**src/rtl/picorv_irq_ctrl.sv**
```systemverilog
// picorv_irq_ctrl: interrupt controller for the picorv32 irq/eoi interface.
// Supports per-line edge-latched or level capture, hard and software masking,
// write-1-clear pending bits and a one-shot down-counting timer interrupt.
// Registers are reached through a single-outstanding request/ready bus.
module picorv_irq_ctrl #(
  parameter int unsigned NUM_IRQ     = 32,
  parameter logic [31:0] MASKED_IRQ  = 32'h0000_0000,
  parameter logic [31:0] LATCHED_IRQ = 32'hffff_ffff,
  parameter int unsigned TIMER_IRQ   = 0,
  parameter int unsigned TIMER_WIDTH = 32
) (
  input  logic               clk,
  input  logic               resetn,
  input  logic [NUM_IRQ-1:0] irq_src,
  input  logic [NUM_IRQ-1:0] eoi,
  output logic [NUM_IRQ-1:0] irq_out,
  input  logic               reg_valid,
  input  logic               reg_write,
  input  logic [3:0]         reg_addr,
  input  logic [31:0]        reg_wdata,
  output logic [31:0]        reg_rdata,
  output logic               reg_ready
);

  typedef enum logic {
    ST_IDLE = 1'b0,
    ST_RESP = 1'b1
  } busState_e;

  localparam logic [3:0] ADDR_MASK  = 4'h0;
  localparam logic [3:0] ADDR_PEND  = 4'h4;
  localparam logic [3:0] ADDR_TIMER = 4'h8;

  // Lines that can never reach the core.
  localparam logic [NUM_IRQ-1:0] HARD_MASK = MASKED_IRQ[NUM_IRQ-1:0];
  // Lines using latched capture; the timer line is always latched.
  localparam logic [NUM_IRQ-1:0] LATCH_SEL =
    LATCHED_IRQ[NUM_IRQ-1:0] | (NUM_IRQ'(1) << TIMER_IRQ);

  busState_e              state_q;
  logic [NUM_IRQ-1:0]     mask_q, mask_d;
  logic [NUM_IRQ-1:0]     pending_q, pending_d;
  logic [NUM_IRQ-1:0]     src_q;
  logic [NUM_IRQ-1:0]     irqOut_q;
  logic [TIMER_WIDTH-1:0] timer_q, timer_d;
  logic [31:0]            rdata_q;
  logic                   ready_q;

  logic                   accessEn;
  logic                   wrMask, wrPend, wrTimer;
  logic                   timerFire;
  logic [NUM_IRQ-1:0]     timerSet, edgeSet, clrSet, latchedNext;
  logic [31:0]            rdataMux;

  // An access is taken only while idle; writes are decoded from it.
  always_comb begin
    accessEn = (state_q == ST_IDLE) && reg_valid;
    wrMask   = accessEn && reg_write && (reg_addr == ADDR_MASK);
    wrPend   = accessEn && reg_write && (reg_addr == ADDR_PEND);
    wrTimer  = accessEn && reg_write && (reg_addr == ADDR_TIMER);
  end

  // Read data selection, zero-extended; unmapped addresses read as zero.
  always_comb begin
    rdataMux = '0;
    case (reg_addr)
      ADDR_MASK:  rdataMux[NUM_IRQ-1:0]     = mask_q;
      ADDR_PEND:  rdataMux[NUM_IRQ-1:0]     = pending_q;
      ADDR_TIMER: rdataMux[TIMER_WIDTH-1:0] = timer_q;
      default:    rdataMux = '0;
    endcase
  end

  // Timer next state: a write wins over the decrement; reaching zero fires once.
  always_comb begin
    timer_d   = timer_q;
    timerFire = 1'b0;
    if (wrTimer) begin
      timer_d = reg_wdata[TIMER_WIDTH-1:0];
    end else if (timer_q != '0) begin
      timer_d   = timer_q - TIMER_WIDTH'(1);
      timerFire = (timer_q == TIMER_WIDTH'(1));
    end
  end

  // Pending next state: latched lines set on rising edge (set beats clear), level lines follow the source.
  always_comb begin
    timerSet    = NUM_IRQ'(timerFire) << TIMER_IRQ;
    edgeSet     = (irq_src & ~src_q) | timerSet;
    clrSet      = eoi | (wrPend ? reg_wdata[NUM_IRQ-1:0] : '0);
    latchedNext = edgeSet | (pending_q & ~clrSet);
    pending_d   = (latchedNext & LATCH_SEL) | (irq_src & ~LATCH_SEL);
    mask_d      = wrMask ? reg_wdata[NUM_IRQ-1:0] : mask_q;
  end

  // Interrupt state registers and the registered core-facing irq vector.
  always_ff @(posedge clk or negedge resetn) begin
    if (!resetn) begin
      mask_q    <= '1;
      pending_q <= '0;
      src_q     <= '0;
      irqOut_q  <= '0;
      timer_q   <= '0;
    end else begin
      mask_q    <= mask_d;
      pending_q <= pending_d;
      src_q     <= irq_src;
      irqOut_q  <= pending_q & ~mask_q & ~HARD_MASK;
      timer_q   <= timer_d;
    end
  end

  // Register bus FSM: one access in IDLE, then a single ready pulse in RESP.
  always_ff @(posedge clk or negedge resetn) begin
    if (!resetn) begin
      state_q <= ST_IDLE;
      ready_q <= 1'b0;
      rdata_q <= '0;
    end else begin
      case (state_q)
        ST_IDLE: begin
          if (reg_valid) begin
            state_q <= ST_RESP;
            ready_q <= 1'b1;
            rdata_q <= rdataMux;
          end
        end
        ST_RESP: begin
          state_q <= ST_IDLE;
          ready_q <= 1'b0;
        end
        default: begin
          state_q <= ST_IDLE;
          ready_q <= 1'b0;
        end
      endcase
    end
  end

  assign irq_out   = irqOut_q;
  assign reg_ready = ready_q;
  assign reg_rdata = rdata_q;

endmodule
```
**config.mk**
```make
export PLATFORM = sky130hd
export DESIGN_NAME = picorv_irq_ctrl
export DESIGN_NICKNAME = d
export VERILOG_FILES = /design/src/rtl/picorv_irq_ctrl.sv
export SDC_FILE = /design/constraint.sdc
export NUM_CORES = 1
export LEC_CHECK = 0
export ABC_AREA = 1
export CORE_UTILIZATION = 53
export DETAILED_ROUTE_END_ITERATION = 7
export PLACE_DENSITY = 0.93
export SYNTH_ARGS = -nofsm -noshare
export SYNTH_HDL_FRONTEND = slang
export SYNTH_SLANG_ARGS = --single-unit
export TNS_END_PERCENT = 20
```
**constraint.sdc**
```tcl
create_clock -name clk -period 3.15 [get_ports clk]
set_input_delay 0.4725 -clock clk [delete_from_list [all_inputs] [get_ports clk]]
set_output_delay 0.4725 -clock clk [all_outputs]
set_load 0.01 [all_outputs]
```
==> results of run 1 <==
[metal layers]
layer  part of all wire (%)  global-route usage (%)
met3                    7.0                    5.33
met5                      0                       0
met1                     43                    39.0
met2                     49                    48.3
met4                    1.3                    9.20
[power by group]
part / switching, µW / internal, µW / total (µW) / leakage, µW
logic: 752 / 572 / 1320 / 0.00277
registers: 283 / 2920 / 3200 / 0.00232
clock network: 921 / 1210 / 2130 / 0.000273
[cell usage in the layout, fill, tap and decap left out, types with 3 or more instances in the layout]
cell	Yosys	routed
a21oi_1	34	34
buf_4	1	9
clkbuf_1	11	4
clkbuf_16	0	17
clkbuf_8	0	3
clkdlybuf4s50_1	0	167
clkinv_2	0	3
clkinvlp_4	0	3
dfrtp_1	162	162
dfstp_2	32	32
inv_1	162	162
nand2_1	263	263
nand2_2	4	4
nand3_1	32	32
nand4_1	4	4
nor2_1	170	170
nor2_2	13	13
nor2_4	5	5
nor3_1	3	3
o21ai_0	97	97
o21ai_1	8	8
o221ai_1	7	7
o22ai_1	27	27
[logic make-up after synthesis]
logic type                 after synthesis  synth area share [%]
buffers and inverters                  198                  8.91
DFF                                    194                  55.8
xor gates and xnor gates                 2                 0.200
AOI/OAI and AO/OA                      175                  10.7
and+or+nand+nor                        503                  24.0
adders and majority gates                2                 0.285
[cell type report]
cell class                      instances  share of cell area [%]
Multi-Input combinational cell        682                    27.5
Tap cell                              216                    2.40
Sequential cell                       194                    43.5
Inverter                              166                    5.56
Clock buffer                           23                    4.16
Timing Repair Buffer                  179                    15.9
Clock inverter                          9                   0.945
[synth_stat cells, drive strengths merged]
| cell type | instances |
|---|---|
| ha | 2 |
| nand3b | 2 |
| or2 | 1 |
| nand2 | 269 |
| dfstp | 32 |
| o22ai | 27 |
| nand4 | 4 |
| dfrtp | 162 |
| clkinv | 1 |
| nor3 | 3 |
| nand3 | 34 |
| clkbuf | 11 |
| inv | 165 |
| a22oi | 1 |
| xor2 | 2 |
| a21oi | 35 |
| o21ai | 105 |
| nor2 | 190 |
| o221ai | 7 |
| buf | 21 |
[per-stage QoR]
stage,setup slack [ns],instances,total power (µW),instance area [µm²],hold WS (ns)
2_1_floorplan,1.61,1074,3880,8770,0.177
3_3_place_gp,0.788,1437,4470,10700,0.394
3_5_place_dp,0.613,1437,4530,10700,0.403
4_1_cts,1.05,1469,6660,11200,0.189
5_1_grt,0.833,1469,6960,11200,0.225
6_report,0.999,1469,6660,11200,0.159
[registers in the layout, summed over array words and instances, names as in the netlist]
register and cells:
src_q 32, irq_out 32, timer_q 32, mask_q 32
reg_rdata 32, state_q 1, pending_q 32, reg_ready 1
[final timing paths]
kind,start,end,slack (ns),cells after the start
setup / recovery,reg_addr[1],reg_rdata[3]$_DFFE_PN0P_,1.0,7
hold reg to reg,src_q[24]$_DFF_PN0_,pending_q[24]$_DFF_PN0_,0.41,1
hold / removal,resetn,irq_out[10]$_DFF_PN0_,0.16,1
min in group clk,src_q[24]$_DFF_PN0_,pending_q[24]$_DFF_PN0_,0.41,1
setup reg to reg,timer_q[0]$_DFFE_PN0P_,timer_q[12]$_DFFE_PN0P_,1.10,9
max in group asynchronous,resetn,mask_q[28]$_DFFE_PN1P_,2.18,2
[worst max-delay path, cell delays in order]
cell and delay [ns]:
clkdlybuf4s50_1 0.41, nor2_1 0.22, nand3_1 0.17, inv_1 0.55, buf_4 0.37, a21oi_1 0.10
o21ai_0 0.18
==> results_dict.tcl, run 1 <==
set metrics [dict create \
    status "complete, no violations" \
    cts-buffers-inserted 17 \
    final_util_pct 70.3 \
    die-area_um2 17100 \
    fin_crit_sh_pct 68.3 \
    die_h_um 131 \
    syn_avg_cell_area_um2 8.16 \
    ys_warn_count 0 \
    firstDrtPassIters 6 \
    synth_top_area_cell "dfrtp_1" \
    arrival_ns 2.50 \
    rows 46 \
    grt_max_degree 106 \
    root_buffer "clkbuf_16" \
    area_growth_pct 28.3 \
    via_count 7701 \
    synth_nets 1180 \
    criticalPathCategory "input pin to register" \
    wl_um 23200 \
    drv_cap 0 \
    power_density_nw_per_um2 592 \
    grt_pass1_wl_um 37900 \
    max_freq_mhz 465 \
    initialDrtViolationCount 587 \
    drc 0 \
    cp-end-kind "register" \
    hold_viol 0 \
    final.setup_skew_ns 0.00924 \
    cts_tree "done" \
    slew_violations 0 \
    cts.htree.levels 4 \
    startpoint_type "input pin" \
    cts_setup_buffers 0 \
    setup_violations 0 \
    core_area_um2 16000 \
    grt_use_total_pct 29.1 \
    synth_area_um2 8770 \
    antenna_cells 0 \
    critPathMaxFanout 17 \
    ff_latch_area_um2 4890 \
    cp.required_ns 3.50 \
    p_leak_uw 0.00536 \
    rsz0062_at_grt "no" \
    gp_congestion 0.966 \
    final_nets 1346 \
    cts_sinks 194 \
    path_clk_slew_ns 0.07 \
    die_w_um 131 \
    grt_pass1_vias 7683 \
    synth_cell_types 33 \
    routedWlPerCell_um 15.8 \
    relSlewSlack_pct 44.6 \
    synth-seq-area-share_pct 55.8 \
    multi_input_area_um2 3090 \
    ctsHoldBuffers 0 \
    synth_cells 1074 \
    viasPerCell 5.24 \
    worstMarginPinSlew_ns 0.830 \
    hold_path_class "input pin to async pin" \
    dpl.hpwl_um 16300 \
    clk_path_buf_depth 2 \
    ys_ff_latch 194 \
    insertion_delay_ns 0.43 \
    ctsResizeCount 0 \
    drive_above_1_share_pct 8.30 \
    drtAntennaViolNets 0 \
    fillers 1252 \
    grt-ovfl-total 0 \
    port-buffer-count 168 \
    synth_area_leaders "dfrtp_1 46%, nand2_1 11%, dfstp_2 9.6%" \
    ios 169 \
    start_util_pct 54.8 \
    synth_top_area_share_pct 46.2 \
    antenna_found_initial 0 \
    tns_ns 0 \
    ir_drop_v 0.000419 \
    layout_min_cycle_time_ns 2.15 \
]
Note: power is estimated with default switching activity, not from simulation.
==> run 2, diff against run 1 <==
--- a/config.mk
+++ b/config.mk
@@ -6,9 +6,9 @@
 export NUM_CORES = 1
 export LEC_CHECK = 0
 export ABC_AREA = 1
-export CORE_UTILIZATION = 53
+export CORE_UTILIZATION = 47
 export DETAILED_ROUTE_END_ITERATION = 7
-export PLACE_DENSITY = 0.93
+export PLACE_DENSITY = 0.88
 export SYNTH_ARGS = -nofsm -noshare
 export SYNTH_HDL_FRONTEND = slang
 export SYNTH_SLANG_ARGS = --single-unit
==> constraint.sdc (replaced) <==
create_clock -name clk -period 1.83 [get_ports clk]
set_input_delay 0.2745 -clock clk [delete_from_list [all_inputs] [get_ports clk]]
set_output_delay 0.2745 -clock clk [all_outputs]
set_load 0.01 [all_outputs]
==> run 2 against run 1 <==
Combinational power grew 79%. Critical endpoint is now timer_q[30]$_DFFE_PN0P_. Highest routed layer unchanged. Largest power group unchanged. The flow now finishes with violations (design-rule violations). Setup slack lost 0.93 ns. Total power grew 79%. Via count is essentially flat. Register-to-register slack lost 1.0 ns. Sequential share of layout area shrank 1.2 points. Critical path depth grew 3. Clock skew shrank 0.00072 ns. Wire length grew 0.12%. Sequential power grew 72%. Core utilization shrank 6.6 points. Critical path type is now register to register.
==> results_dict.tcl, run 2 (synthesis gave the netlist of run 1 again) <==
set metrics [dict create \
    hold_path_class "input pin to async pin" \
    drv_cap 0 \
    critPathMaxFanout 15 \
    worstMarginPinSlew_ns 0.430 \
    grt_pass1_wl_um 38700 \
    viasPerCell 5.14 \
    gp_congestion 0.925 \
    criticalPathCategory "register to register" \
    root_buffer "clkbuf_16" \
    crit_path_top_delay_cell "dfrtp_1" \
    start_util_pct 48.3 \
    clk_path_buf_depth 2 \
    wl_um 23200 \
    grt_pass1_vias 7795 \
    rows 49 \
    cts_tree "done" \
    p_int_uw 8440 \
    startpoint_type "register" \
    ir_drop_v 0.000694 \
    combPwrFrac_pct 19.8 \
    grt_use_total_pct 25.6 \
    relSlewSlack_pct 71.3 \
    firstDrtPassIters 8 \
    critical_path.top_delay_family "simple AND/OR/NAND/NOR gates" \
    final.setup_skew_ns 0.00853 \
    drtAntennaViolNets 0 \
    final_nets 1363 \
    hold_viol 0 \
    core_area_um2 18100 \
    pwr-share-seq_pct 46.3 \
    status "complete, but fails checks" \
    fin_crit_sh_pct 96.0 \
    routedWlPerCell_um 15.5 \
    power_uw 11900 \
    max_freq_mhz 569 \
    cts.htree.levels 4 \
    sw_frac_of_total_pct 28.9 \
    power_density_nw_per_um2 1030 \
    area_growth_pct 31.8 \
    die_w_um 139 \
    crit_buf_inv 4 \
    cts-buffers-inserted 17 \
    antenna_found_initial 0 \
    antenna_cells 0 \
    insertion_delay_ns 0.44 \
    die_h_um 139 \
    rsz0062_at_grt "yes" \
    clkPwrFrac_pct 33.9 \
    setup_violations 0 \
    switching_power_uw 3440 \
    path_clk_slew_ns 0.07 \
    initialDrtViolationCount 559 \
    p_leak_uw 0.00549 \
    port-buffer-count 168 \
    drive_above_1_share_pct 9.84 \
    die-area_um2 19200 \
    max_stage_delay_ns 0.41 \
    drc 12 \
    slew_violations 0 \
    dpl.hpwl_um 16900 \
    cp.required_ns 2.16 \
    final_cell_mix "262 x nand2_1, 170 x nor2_1, 167 x clkdlybuf4s50_1" \
    via_count 7705 \
    worstPathCellList "inv_2 -> ha_2 -> nand2_2 -> clkinv_1 -> nand3_4 -> nor2_8 -> buf_12 -> nor2_1 -> nand2_1 -> inv_1" \
    layout_min_cycle_time_ns 1.76 \
    grt_max_degree 73 \
    grt-ovfl-total 0 \
    cp-end-kind "register" \
    cts_sinks 194 \
    failed_checks "design-rule violations" \
    arrival_ns 2.09 \
    tns_ns 0 \
    final_common_cell "nand2_1" \
    ios 169 \
]
-- run 2: cell types whose count changed in the layout (fill, tap and decap cells not counted), sizes merged --
cell | before | now
clkinv | 5 | 2
clkinvlp | 3 | 4
clkbuf | 24 | 22
bufinv | 2 | 4
inv | 165 | 167
dlygate4sd3 | 0 | 1
buf | 11 | 27
-- run 2: layer usage --
layer / vias up / GRT usage, % / wire, µm
li1: 3700 / - / -
met1: 3688 / 34.6 / 10300
met2: 274 / 41.8 / 11100
met3: 43 / 5.15 / 1360
met4: 0 / 8.04 / 430
met5: - / 0 / 0
-- run 2: per-stage QoR --
stage	instances	util [%]	worst slack, ns	cell area [µm²]	hold WS, ns
5_1_grt	1499	63.7	-0.0225	11600	0.286
3_3_place_gp	1462	59.8	0.0432	10900	0.188
2_1_floorplan	1074	-	0.293	8770	-0.0211
3_5_place_dp	1462	59.8	0.00121	10900	0.191
6_report	1499	63.7	0.0728	11600	0.295
4_1_cts	1498	63.6	0.0667	11500	0.292
-- run 2: layout make-up --
type	count	area [µm²]
timing repair buffer	196	2010
multi-input combinational	682	3100
clock inverter	11	176
inverter	166	626
clock buffer	21	460
sequential	194	4890
fill	1497	6590
tap	229	287
-- run 2: what timing repair did --
item / CTS / global route
hold buffers: 1 / 0
endpoints found under the setup margin: 6 / 14
setup buffers: 3 / 1
pin swaps: 1 / 1
hold endpoints to repair: 28 / 0
gates resized for setup: 2 / 2
-- run 2: final timing paths --
check                                        from  slack, ns                         to  depth (start not counted)
max                        timer_q[0]$_DFFE_PN0P_       0.07    timer_q[30]$_DFFE_PN0P_                         10
min                                        resetn       0.30  reg_rdata[11]$_DFFE_PN0P_                          2
max reg2reg                timer_q[0]$_DFFE_PN0P_       0.07    timer_q[30]$_DFFE_PN0P_                         10
min reg2reg                    src_q[2]$_DFF_PN0_       0.41     pending_q[2]$_DFF_PN0_                          1
max in group asynchronous                  resetn       0.78     mask_q[20]$_DFFE_PN1P_                          3
min in group clk                       irq_src[1]       0.30         src_q[1]$_DFF_PN0_                          1
-- run 2: power groups by stage --
stage / clock (µW) / combinational, µW / sequential, µW
4_1_cts: 4050 / 2350 / 5490
2_1_floorplan: 0 / 1180 / 5510
3_3_place_gp: 0 / 2190 / 5530
5_1_grt: 4240 / 2640 / 5570
3_5_place_dp: 0 / 2270 / 5550
6_report: 4020 / 2360 / 5500
-- run 2: worst register-to-register path: cells and delay by family (launching register included) --
family | cells | cell delay (ns)
AND/OR/NAND/NOR | 5 | 0.57
buffers and inverters | 4 | 0.46
adder cells (fa/ha/maj) | 1 | 0.22
flip-flops | 1 | 0.41
==> run 3, diff against run 2 <==
--- a/config.mk
+++ b/config.mk
@@ -9,6 +9,7 @@
 export CORE_UTILIZATION = 47
 export DETAILED_ROUTE_END_ITERATION = 7
 export PLACE_DENSITY = 0.88
+export SETUP_SLACK_MARGIN = 0.4
 export SYNTH_ARGS = -nofsm -noshare
 export SYNTH_HDL_FRONTEND = slang
 export SYNTH_SLANG_ARGS = --single-unit
==> run 3 against run 2 <==
The run still ends with design-rule violations left. Clock skew increased by 0.0038 ns. Count of clock-buffer cells in the layout decreased by 1. Maximum frequency increased by 5.7%. Critical path type unchanged. Critical endpoint is now timer_q[1]$_DFFE_PN0P_. Highest routed layer unchanged.
==> results_dict.tcl, run 3 (synthesis gave the netlist of run 1 again) <==
set metrics [dict create \
    port-buffer-count 168 \
    worstMarginPinSlew_ns 0.577 \
    die_h_um 139 \
    root_buffer "clkbuf_16" \
    failed_checks "design-rule violations" \
    drc 13 \
    worstReg2RegStart "timer_q[2]$_DFFE_PN0P_" \
    path_clk_slew_ns 0.07 \
    criticalPathCategory "register to register" \
    crit_path_top_delay_cell "dfrtp_2" \
    cts-buffers-inserted 17 \
    ir_drop_v 0.000745 \
    antenna_cells 0 \
    ios 169 \
    grt_use_total_pct 26.2 \
    die_w_um 139 \
    critical_path.top_delay_family "simple AND/OR/NAND/NOR gates" \
    grt_pass1_wl_um 39600 \
    initialDrtViolationCount 614 \
    critPathMaxFanout 5 \
    hold_path_class "input pin to register" \
    final_common_cell "nand2_1" \
    worstSetupEndpoint "timer_q[1]$_DFFE_PN0P_" \
    crit_buf_inv 0 \
    path_depth 8 \
    final_nets 1400 \
    status "complete, but fails checks" \
    arrival_ns 1.99 \
    cp-end-kind "register" \
    max_freq_mhz 602 \
    drtAntennaViolNets 0 \
    insertion_delay_ns 0.43 \
    startpoint_type "register" \
    cts.htree.levels 4 \
    slew_violations 0 \
    finalInstanceArea_um2 12200 \
    drv_cap 0 \
    power_density_nw_per_um2 1050 \
    r2r_end "timer_q[1]$_DFFE_PN0P_" \
    setup_violations 0 \
    p_leak_uw 0.00609 \
    preCtsSetupSlack_ns -0.00960 \
    dpl.hpwl_um 16200 \
    cts_sinks 194 \
    fillers 1373 \
    fin_ws_ns 0.168 \
    grt_max_degree 59 \
    max_stage_delay_ns 0.47 \
    cp.required_ns 2.15 \
    drive_above_1_share_pct 16.6 \
    reg2reg_depth 8 \
    via_count 8000 \
    viasPerCell 5.21 \
    dpl_cell_area_um2 10900 \
    cts_tree "done" \
    rsz0062_at_grt "yes" \
    worstPathCellList "nor2_4 -> nand2_8 -> nor2_4 -> nand3b_1 -> nor2_1 -> nand2_2 -> nand2_2 -> o21ai_2" \
    final_cell_mix "252 x nand2_1, 156 x inv_1, 155 x dfrtp_1" \
    layout_min_cycle_time_ns 1.66 \
    antenna_found_initial 0 \
    grt_pass1_vias 7879 \
    clk_path_buf_depth 2 \
    cp-startpoint "timer_q[2]$_DFFE_PN0P_" \
    final_util_pct 67.4 \
    hold-worst-slack_ns 0.303 \
    hold_viol 0 \
    r2r_slack_ns 0.17 \
    area_growth_pct 39.5 \
    gp_congestion 0.915 \
    rows 49 \
    die-area_um2 19200 \
    tns_ns 0 \
    firstDrtPassIters 7 \
    core_area_um2 18100 \
    start_util_pct 48.3 \
    final.setup_skew_ns 0.0123 \
    wl_um 25000 \
    grt-ovfl-total 0 \
    routedWlPerCell_um 16.3 \
    fin_crit_sh_pct 90.8 \
    relSlewSlack_pct 61.6 \
]
## run 3: changes by cell type in the layout (fill, tap and decap cells not counted), moves of 10 or more
cell,delta
dlymetal6s2s_1,+20
clkdlybuf4s50_1,-24
nor2_2,+16
buf_4,+31
nor2_1,-29
nor2_4,+13
nand2_1,-10
## run 3: worst min path at each step
stage	start	endpoint	slack [ns]	cells after the start
after global routing	irq_src[20]	src_q[20]$_DFF_PN0_	0.29	1
final	irq_src[7]	src_q[7]$_DFF_PN0_	0.30	1
after floorplan	resetn	irq_out[0]$_DFF_PN0_	-0.02	0
after global placement	resetn	pending_q[11]$_DFF_PN0_	0.28	1
after detailed placement	resetn	pending_q[10]$_DFF_PN0_	0.29	1
after CTS	irq_src[7]	src_q[7]$_DFF_PN0_	0.30	1
## run 3: cell type report
cell class	count	area, µm²	area share (%)
multi-input combinational	682	3310	27.1
clock inverter	12	251	2.06
inverter	166	631	5.16
clock buffer	20	447	3.65
sequential	194	4900	40.1
tap	229	287	2.34
timing repair buffer	233	2400	19.6
## run 3: power breakdown
group | switching [µW] | leakage (µW) | internal, µW
combinational | 1550 | 0.00345 | 1270
sequential | 522 | 0.00231 | 5040
clock | 1660 | 0.000331 | 2750
total | 3730 | 0.00609 | 9060
## run 3: layer usage
layer	vias to the layer above	track usage, %	part of all wire (%)
met2	334	42.3	48
met3	51	5.21	6.2
met4	0	9.64	2.4
met1	3831	35.4	43
met5	-	0	0
li1	3784	-	-
## run 3: repair_timing
action	in CTS	in global routing
hold buffers	1	0
endpoints found under the setup margin	105	181
setup buffers	31	8
endpoints found under the hold margin	40	0
gates resized for setup	50	58
gates cloned	1	0
pin swaps	24	14
## run 3: worst reg2reg max path: stages (launching register included)
cell and delay (ns):
dfrtp_2 0.47, nor2_4 0.20, nand2_8 0.09, nor2_4 0.16, nand3b_1 0.15, nor2_1 0.16, nand2_2 0.15, nand2_2 0.11
o21ai_2 0.06
## run 3: metrics by stage
| stage | power, µW | cells |
|---|---|---|
| 2_1_floorplan | 6710 | 1074 |
| 5_1_grt | 13300 | 1536 |
| 3_3_place_gp | 7750 | 1463 |
| 6_report | 12800 | 1536 |
| 4_1_cts | 12500 | 1528 |
| 3_5_place_dp | 7840 | 1463 |
==> edit 1: new RTL, settings of run 3 <==
The output `irq_out` loses its register stage (`irqOut_q` becomes a continuous assignment).
--- a/src/rtl/picorv_irq_ctrl.sv
+++ b/src/rtl/picorv_irq_ctrl.sv
@@ -101,3 +101,2 @@
       src_q     <= '0;
-      irqOut_q  <= '0;
       timer_q   <= '0;
@@ -107,3 +106,2 @@
       src_q     <= irq_src;
-      irqOut_q  <= pending_q & ~mask_q & ~HARD_MASK;
       timer_q   <= timer_d;
@@ -111,2 +109,4 @@
   end
+
+  assign irqOut_q = pending_q & ~mask_q & ~HARD_MASK;
 
Check against the original RTL: not equivalent (a bounded check fails within 4 cycles, from zero or initial values and one cycle with resetn low).
==> edit 1 against run 3 <==
- synthesized area fell by 8.6%
- sequential power fell by 14%
- power fell by 11%
- cell count fell by 0.98%
- fmax fell by 3.5%
- hold slack improved by 0.0012 ns
- cell area fell by 5.1%
- wire length fell by 0.35%
- sequential cell count fell by 32
- first-iteration DRC count rose by 2.1%
- setup slack got worse by 0.061 ns
- critical endpoint is now timer_q[24]
==> edit 1: results (changes against run 3) <==
Post-Synthesis Cells=1055 (-1.8%); Worst Hold End=src_q[22]; post-synth cell types=32 (-3.0%); Synth Area in XOR/XNOR=0.437% (+0.24 points); relative slew slack=65.4% (+3.8 points); compound-cell area share of the yosys netlist=11.5% (+0.73 points); pwr dens=976 nW/µm² (-6.7%); routed vias/inst=5.24 (+0.66%); met2 Use GR=45.1% (+2.8 points); Final WS setup=0.107 ns (-0.0611 ns); CP arrival=2.05 ns (+0.06 ns); outcome=finished, final reports clean; 1st-iter DRT viols=627 (+2.1%); Leak=5.72 nW (-6.1%); M1 GR Usage=36.1% (+0.78 points); Slowest-stage cell, CP=dfrtp_1; post-synthesis sequential area ratio=51.1% (-4.8 points); drt pass-1 iters=5 (-2); WHS=0.304 ns (+0.00115 ns); worst-path fanout max=7 (+2); DR WL/cell=16.4 µm (+0.64%); NetSw=3.59 mW (-3.8%); vias in the first global route=7754 (-1.6%); largest net degree at the start of global routing=49 (-17%); R2R cell count=10 (+2); layout cell share with drive strength beyond 1=22.8% (+6.2 points); post-synthesis adder-cell area fraction=0.312% (+0.027 points); max incr delay on CP=0.43 ns (-0.04 ns); Sequential Power Share=42.4% (-1.1 points); gr usage total=27.3% (+1.1 points); first-pass GRT wire length=37.8 mm (-4.8%); Area after DPL=10200 µm² (-6.0%); met2 WL=12.0 mm (about the same); VDD IR max=0.716 mV (-3.9%); routed wl met3=1.72 mm (+10%); worst slack at placement=-0.112 ns (-0.102 ns)
==> edit 1: changes by cell type in the layout (fill, tap and decap cells not counted), moves of 6 or more <==
cell             change
a21oi_1              -9
a21oi_2              +6
buf_2               +21
buf_4                +6
clkdlybuf4s50_1     -17
dfrtp_1             -38
dfrtp_2              +6
dlygate4sd2_1        +7
dlymetal6s2s_1      -12
nand3_2              +7
nor2_1              -21
nor2_2              +11
==> edit 1: logic make-up (layout without fill, tap and decap cells) <==
group / after synthesis / after routing
and+or+nand+nor: 515 / 515
xor gates and xnor gates: 4 / 4
buffers and inverters: 201 / 447
adders and majority gates: 2 / 2
AOI/OAI and AO/OA: 171 / 171
DFF: 162 / 162
==> edit 1: how the worst max path moves through the flow <==
stage,endpoint,startpoint
floorplan,timer_q[23],timer_q[27]
global placement,timer_q[28],reg_addr[1]
detailed placement,reg_rdata[24],reg_addr[1]
CTS,timer_q[25],timer_q[9]
global route,timer_q[29],timer_q[0]
finish,timer_q[24],timer_q[0]
==> edit 1: area by class of cell <==
class / count / area (µm²) / share of cell area, %
Inverter: 169 / 649 / 5.60
Sequential cell: 162 / 4110 / 35.4
Clock buffer: 25 / 505 / 4.36
Clock inverter: 7 / 98.8 / 0.852
Tap cell: 220 / 275 / 2.37
Timing Repair Buffer: 246 / 2430 / 20.9
Multi-Input combinational cell: 692 / 3540 / 30.5
==> edit 1: timing repair <==
| action | 4_1_cts | 5_1_grt |
|---|---|---|
| hold endpoints to repair | 30 | 0 |
| buffers inserted | 4 | 36 |
| pin swaps | 7 | 40 |
| endpoints found under the setup margin | 112 | 192 |
| hold buffers | 1 | 0 |
| gates cloned | 0 | 4 |
| gates resized for setup | 106 | 142 |
==> edit 2: new RTL, settings of run 3 <==
Without the edit above. Change the parameter `NUM_IRQ` from 32 to 16.
--- a/src/rtl/picorv_irq_ctrl.sv
+++ b/src/rtl/picorv_irq_ctrl.sv
@@ -5,3 +5,3 @@
 module picorv_irq_ctrl #(
-  parameter int unsigned NUM_IRQ     = 32,
+  parameter int unsigned NUM_IRQ     = 16,
   parameter logic [31:0] MASKED_IRQ  = 32'h0000_0000,
Ports: changed (resized eoi, irq_out and irq_src); port bits go from 169 to 121. The function was not compared with the original's and may differ.
==> edit 2 against run 3 <==
- wire length shrank 31%
- highest routed layer unchanged
- largest power group unchanged
- sequential cell count shrank 64
- cell area shrank 29%
- fmax shrank 1.5%
- power shrank 31%
- synthesized area shrank 29%
- count of clock-buffer cells in the layout is the same
- setup slack lost 0.026 ns
- sequential share of layout area shrank 2.3 points
==> edit 2: results (changes against run 3) <==
FF-to-FF End=timer_q[26]; clock buffer depth=2 (unchanged); largest cells by area after synthesis=dfrtp_1 46%, nand2_1 13%, nor2_1 7.9%; Worst Skew=0.00631 ns (-0.00599 ns); Yosys warning count=0 (unchanged); CP arrival=2.00 ns; number of diodes=0 (unchanged); htree depth=4 (unchanged); Leak=4.14 nW (-32%); gr usage total=27.2% (+0.97 points); Crit Reg-Reg Startpoint=timer_q[28]; largest net degree at the start of global routing=56 (-5.1%); Final Non-Filler Cells=1145 (-25%); FILL cells=946 (-31%); routed vias/inst=5.17 (-0.68%); startpoint types=register; fin nets=1035 (-26%); drt pass-1 iters=6 (-1); initial antenna violation count=0 (unchanged); # port buffers=120 (-29%); hold path start=irq_src[15]; relative slew slack=64.2% (+2.7 points); worst-path fanout max=8 (+3); Worst Hold Class=input pin to register; Synth top cells by count=209 x nand2_1, 131 x nor2_1, 114 x dfrtp_1; Root Driver=clkbuf_16; placer congestion estimate=0.934 (+2.1%); clock latency on the worst-skew pair=0.42 ns; post-synthesis sequential area ratio=52.6% (-3.2 points); vias in the first global route=5836 (-26%); R2R cell count=9 (+1); Worst Hold End=src_q[15]; WHS=0.323 ns (+0.0202 ns); CTS buffer count=17 (unchanged); VDD IR max=0.693 mV (-6.9%); Synth Net Count=866 (-27%); hpwl dp=12.0 mm (-26%); layout cell share with drive strength beyond 1=16.4% (-0.16 points); R2R Setup Slk=0.14 ns (-0.03 ns); clock transition at the registers of the reported paths=0.06 ns; syn_area_per_cell=7.86 µm² (-3.7%); ys async rst share=100% (unchanged); outcome=finished, final reports clean; post-synth cell types=30 (-9.1%); WHS Path Cells=1 (unchanged); first-pass GRT wire length=28.0 mm (-30%); 1st-iter DRT viols=573 (-6.7%); DRT Wirelength=17.2 mm (-31%)
## edit 2: cell count changes after synthesis, sizes merged, moves of 19 or more
cell	before	now
dfrtp	162	114
inv	165	116
nand2	269	213
nor2	190	143
o21ai	105	62
o22ai	27	8
## edit 2: final cells by class
type,count,share of cell area [%]
inverter,116,5.05
tap,172,2.48
clock buffer,20,5.15
multi-input combinational,523,29.1
timing repair buffer,173,19.4
sequential,130,37.8
clock inverter,11,1.04
## edit 2: stage by stage
step	worst slack, ns	power (mW)	area [µm²]
final	0.142	8.80	8670
after global routing	0.0526	9.25	8670
after CTS	0.201	8.77	8610
after detailed placement	-0.0503	5.51	7830
after global placement	0.0321	5.46	7830
after floorplan	0.354	4.70	6240
## edit 2: worst max-delay path: stages (launching register included)
cell and delay, ns:
dfrtp_1 0.42, nor2_2 0.13, nand3_1 0.10, nor2_2 0.19, nand3_2 0.16, nor2_8 0.28, buf_6 0.16, nor2_2 0.03
nand2_1 0.06, inv_1 0.04
## edit 2: worst max path at each step
stage	cells past startpoint	to	slack [ns]
floorplan	10	timer_q[17]	0.35
global placement	11	timer_q[25]	0.03
detailed placement	11	timer_q[23]	-0.05
CTS	1	reg_rdata[14]	0.20
global route	8	timer_q[30]	0.05
finish	9	timer_q[26]	0.14
## edit 2: kinds of logic (layout without fill, tap and decap cells)
group,Yosys count,in the layout,share of synthesized area (%)
XOR/XNOR,7,7,0.985
adder cells (fa/ha/maj),2,2,0.402
AO/OA/AOI/OAI,115,115,10.6
buffers and inverters,139,320,8.78
flip-flops,130,130,52.6
AND/OR/NAND/NOR,399,399,26.7
## edit 2: power breakdown
part	total [mW]	switching (mW)	internal (mW)
logic	1.96	1.08	0.880
clock network	3.09	1.21	1.87
registers	3.75	0.383	3.37
total	8.80	2.68	6.12
## edit 2: what timing repair did
action,CTS,global route
pin swaps,25,8
hold endpoints to repair,22,0
hold buffers,1,0
buffers inserted,20,2
resized for setup,33,16
setup endpoints to repair,89,120
## edit 2: routing by layer
layer	share of wire, %	track usage, %	vias up
met2	46	43.0	274
met4	3.5	12.7	0
met1	42	35.6	2765
li1	-	-	2825
met5	0	0	-
met3	8.9	6.69	59
